File: config.mk
export PLATFORM = sky130hd
export DESIGN_NAME = if_stage
export DESIGN_NICKNAME = d
export VERILOG_FILES = /design/src/rtl/if_stage.sv
export SDC_FILE = /design/constraint.sdc
export NUM_CORES = 1
export LEC_CHECK = 0
export ABC_AREA = 1
export CORE_MARGIN = 4
export CORE_UTILIZATION = 44
export CTS_CLUSTER_DIAMETER = 120
export DETAILED_ROUTE_END_ITERATION = 7
export PLACE_DENSITY_LB_ADDON = 0.12
export SLEW_MARGIN = 20
export SYNTH_ARGS = -nofsm -noshare
export SYNTH_HDL_FRONTEND = slang
export SYNTH_SLANG_ARGS = --single-unit
File: constraint.sdc
create_clock -name clk -period 2.24 [get_ports clk]
set_clock_uncertainty 0.15 [all_clocks]
set_input_delay 0.336 -clock clk [delete_from_list [all_inputs] [get_ports clk]]
set_output_delay 0.336 -clock clk [all_outputs]
set_load 0.02 [all_outputs]
File: src/rtl/if_stage.sv
// Instruction-fetch stage: owns the program counter and the IF/ID pipeline register.
// Branch (EX) outranks jump (ID), which outranks a hazard stall; otherwise fetch sequentially.
module if_stage #(
  parameter int unsigned IMEM_WORDS = 256,
  parameter logic [31:0] NOP_WORD   = 32'h0000_0000
) (
  input  logic        clk,
  input  logic        reset,
  input  logic [31:0] start_pc,
  input  logic        stall,
  input  logic        jump_taken,
  input  logic [31:0] jump_target,
  input  logic        branch_taken,
  input  logic [31:0] branch_target,
  output logic [31:0] imem_addr,
  input  logic [31:0] imem_rdata,
  output logic [31:0] program_counter,
  output logic [31:0] ifid_instr,
  output logic [31:0] ifid_pc4,
  output logic        ifid_valid,
  output logic        pc_oob,
  output logic [31:0] fetch_count
);

  typedef enum logic [1:0] {
    ACT_FETCH    = 2'd0,
    ACT_HOLD     = 2'd1,
    ACT_REDIR_ID = 2'd2,
    ACT_REDIR_EX = 2'd3
  } action_e;

  action_e     action_s;
  logic [31:0] pc_q, pc_d;
  logic [31:0] instr_q, instr_d;
  logic [31:0] pc4_q, pc4_d;
  logic        valid_q, valid_d;
  logic [31:0] count_q, count_d;
  logic [31:0] pc_plus4_s;

  function automatic logic [31:0] word_align(input logic [31:0] addr);
    return {addr[31:2], 2'b00};
  endfunction

  assign pc_plus4_s = pc_q + 32'd4;

  // Select the single action for this cycle; the branch is the older instruction.
  always_comb begin
    action_s = ACT_FETCH;
    if (branch_taken) begin
      action_s = ACT_REDIR_EX;
    end else if (jump_taken) begin
      action_s = ACT_REDIR_ID;
    end else if (stall) begin
      action_s = ACT_HOLD;
    end else begin
      action_s = ACT_FETCH;
    end
  end

  // Next-state values for PC, IF/ID and the fetch counter.
  always_comb begin
    pc_d    = pc_q;
    instr_d = instr_q;
    pc4_d   = pc4_q;
    valid_d = valid_q;
    count_d = count_q;
    case (action_s)
      ACT_REDIR_EX: begin
        pc_d    = word_align(branch_target);
        instr_d = NOP_WORD;
        valid_d = 1'b0;
      end
      ACT_REDIR_ID: begin
        pc_d    = word_align(jump_target);
        instr_d = NOP_WORD;
        valid_d = 1'b0;
      end
      ACT_HOLD: begin
        pc_d    = pc_q;
        instr_d = instr_q;
      end
      ACT_FETCH: begin
        pc_d    = pc_plus4_s;
        instr_d = imem_rdata;
        pc4_d   = pc_plus4_s;
        valid_d = 1'b1;
        count_d = count_q + 32'd1;
      end
      default: begin
        pc_d    = pc_q;
        instr_d = instr_q;
      end
    endcase
  end

  // State registers; reset discards any in-flight IF/ID contents.
  always_ff @(posedge clk) begin
    if (reset) begin
      pc_q    <= word_align(start_pc);
      instr_q <= NOP_WORD;
      pc4_q   <= 32'd0;
      valid_q <= 1'b0;
      count_q <= 32'd0;
    end else begin
      pc_q    <= pc_d;
      instr_q <= instr_d;
      pc4_q   <= pc4_d;
      valid_q <= valid_d;
      count_q <= count_d;
    end
  end

  assign program_counter = pc_q;
  assign imem_addr       = pc_q;
  assign ifid_instr      = instr_q;
  assign ifid_pc4        = pc4_q;
  assign ifid_valid      = valid_q;
  assign fetch_count     = count_q;
  assign pc_oob          = ({2'b00, pc_q[31:2]} >= 32'(IMEM_WORDS));

endmodule
==> reports/metrics.yaml, run 1 <==
setup_path:
  startpoint_type: "flip-flop"
  end_kind: "primary output"
  crit_chain: "nor4_2 -> nand2_1 -> nor3_2 -> nand4_1 -> buf_2"
  path_max_fanout: 2
  critical_path.top_delay_family: "simple AND/OR/NAND/NOR gates"
  worstSetupPathType: "reg -> out"
  crit_arrival_ns: 1.70
  worst_path_max_delay_cell: "edfxtp_1"
  cp_data_required_time_ns: 1.75
  path_buf_inv: 1
  max_stage_delay_ns: 0.41
die:
  start_util_pct: 45.2
  ios: 295
  fp.coreArea_sq_um: 16000
  dieArea_sq_um: 18600
  die_h_um: 136
  dieWidth_um: 136
  floorplan.rows: 46
run_status:
  status: "finished, final reports clean"
timing:
  period_needed_ns: 2.18
  fin_crit_sh_pct: 97.5
  holdWs_ns: 0.275
  slew_violations: 0
  max_freq_mhz: 458
  slew_headroom_pct: 62.6
  grt_setup_unrepaired: "no"
  finalHoldViolations: 0
  final-setup-viol-count: 0
  tightestPinTransition_ns: 0.561
detailed_routing:
  initialDrtViolationCount: 574
  antenna_left: 0
  drc: 0
  via_count: 7981
  drt_wl_total_mm: 25.2
  drt_pass1_iterations: 6
  wl_per_cell_um: 15.9
  via_per_inst: 5.04
power_and_ir_drop:
  peakVddDrop_mv: 0.579
  switching_share_pct: 27.9
  internal_power_mw: 4.91
  p_switching_mw: 1.90
  combPwrFrac_pct: 19.4
  p_leak_nw: 4.17
  p_per_area_nw_per_um2: 623
  seq_power_share_pct: 37.7
  p_clk_share_pct: 42.9
logic_synthesis:
  yosysWarnings: 0
  synth.avg_cell_area_sq_um: 6.70
  synth_cells: 1080
  synth_edf_count: 30
  ys_seq_area_share_pct: 39.9
  synth_common_cells: "410 x nand2_1, 127 x nor2_1, 120 x a21oi_1, 99 x dfxtp_1, 57 x inv_1"
  netlist_area_sq_um: 7230
  yosysTopAreaCell: "dfxtp_1"
  synth_ff_type: "dfxtp_1"
  yosysUniqueCellTypes: 39
  synth_top_area_share_pct: 27.4
  yosysMostFrequentCell: "nand2_1"
  async_flop_share_pct: 0
  ys_seq_elements: 129
  synth_nets: 1216
  ys_top_cells_by_area: "dfxtp_1 27%, nand2_1 21%, edfxtp_1 12%"
place:
  routabilityCongestion: 0.924
  place_inst: 1552
  portBuffers: 288
  dpl.hpwl_mm: 18.8
flow_run:
  cap_violations: 0
cts:
  clk_latency_ns: 0.42
  cts_root_buf: "clkbuf_16"
  tritoncts: "built"
  path_clk_slew_ns: 0.06
  cts_buffer_depth: 2
  cts_sinks: 129
  cts_htree_levels: 4
  cts_buffers: 17
global_route:
  grt_pass1_vias: 7481
  grt_remaining_overflow: 0
  grt_pass1_wl_mm: 39.1
  grt_use_total_pct: 26.9
  grt_max_degree: 67
  antenna_found_initial: 0
cells_and_area:
  antenna_cells: 0
  area_growth_pct: 51.1
  fin_cells: 1584
  drive_above_1_share_pct: 9.14
  final_nets: 1491
worst_hold_path:
  hold_path.class: "in -> reg"
path summary, 6_finish.rpt:
kind / start / endpoint / slack, ns / depth (start not counted)
hold reg to reg: ifid_instr[21] / ifid_instr[21] / 0.30 / 2
setup / recovery: imem_addr[20] / pc_oob / 0.06 / 5
hold / removal: reset / ifid_pc4[0] / 0.27 / 4
setup reg to reg: imem_addr[2] / imem_addr[20] / 0.17 / 10
logic make-up after synthesis:
logic type | share of synthesized area [%]
and+or+nand+nor | 37.6
AOI/OAI and AO/OA | 11.8
buffers and inverters | 9.74
DFF | 39.9
xor gates and xnor gates | 0.484
adders and majority gates | 0.519
power groups by stage:
stage	registers [mW]	clock network, mW	logic (mW)
after floorplan	2.74	0	0.523
after global placement	2.61	0	1.31
after global routing	2.58	3.06	1.42
final	2.57	2.92	1.32
after detailed placement	2.61	0	1.31
after CTS	2.57	2.95	1.33
worst min-delay path: cells and delay by family:
family                 cells  cell delay (ns)
buffers and inverters      2             0.26
AO/OA/AOI/OAI              2             0.21
through the flow:
| step | cell area [sq um] | total power [mW] | util, % | setup TNS (ns) | worst slack, ns |
|---|---|---|---|---|---|
| 3_5_place_dp | 10300 | 3.93 | 64.3 | -0.0727 | -0.0323 |
| 2_1_floorplan | 7230 | 3.27 | - | 0 | 0.124 |
| 6_report | 10900 | 6.81 | 68.3 | 0 | 0.0559 |
| 4_1_cts | 10900 | 6.84 | 68.3 | 0 | 0.0602 |
| 5_1_grt | 10900 | 7.06 | 68.3 | 0 | 0.00412 |
| 3_3_place_gp | 10300 | 3.91 | 64.3 | 0 | 0.0146 |
cell type report:
class | count | area [sq um]
Clock buffer | 19 | 475
Sequential cell | 129 | 2880
Fill cell | 1437 | 5070
Tap cell | 216 | 270
Timing Repair Buffer | 332 | 3260
Clock inverter | 13 | 145
Inverter | 62 | 235
Multi-Input combinational cell | 813 | 3660
registers in the layout, indices dropped and copies added, names as in the netlist:
signal	cells
fetch_count	32
ifid_instr	32
ifid_pc4	32
imem_addr	32
ifid_valid	1
per-layer routing:
layer / up-vias / global-route usage [%] / share of wire (%)
met5: - / 0 / 0
met4: 0 / 7.33 / 1.5
met3: 22 / 7.74 / 9.7
met2: 356 / 44.6 / 48
met1: 3627 / 34.3 / 41
li1: 3976 / - / -
what timing repair did:
action | in CTS | in global routing
resized for setup | 7 | 0
endpoints found under the setup margin | 1 | 0
hold buffers | 0 | 0
buffers inserted | 0 | 0
placed cells by master, fill, tap and decap left out, drive strengths merged:
cell type / Yosys / routed
clkdlybuf4s50: 0 / 286
dfxtp: 99 / 99
o21ai: 35 / 35
nand3b: 13 / 13
a41oi: 2 / 2
nand3: 46 / 46
nor2: 149 / 149
xor2: 4 / 4
or2: 1 / 1
ha: 3 / 3
o21a: 1 / 1
nand2: 419 / 419
nor3: 5 / 5
bufinv: 0 / 2
and2: 1 / 1
clkbuf: 19 / 19
o21bai: 2 / 2
a21o: 1 / 1
nand4: 6 / 6
a21oi: 121 / 121
edfxtp: 30 / 30
nor4: 3 / 3
inv: 61 / 66
clkinvlp: 0 / 1
buf: 57 / 46
clkinv: 1 / 6
o211ai: 1 / 1
Power figures use the tool's default switching activity.
==> run 2, diff against run 1 <==
--- a/config.mk
+++ b/config.mk
@@ -6,6 +6,7 @@
 export NUM_CORES = 1
 export LEC_CHECK = 0
 export ABC_AREA = 1
+export CAP_MARGIN = 40
 export CORE_MARGIN = 4
 export CORE_UTILIZATION = 44
 export CTS_CLUSTER_DIAMETER = 120
==> results of run 2 <==
No change in the layout: final DEF, timing and power equal those of run 1.
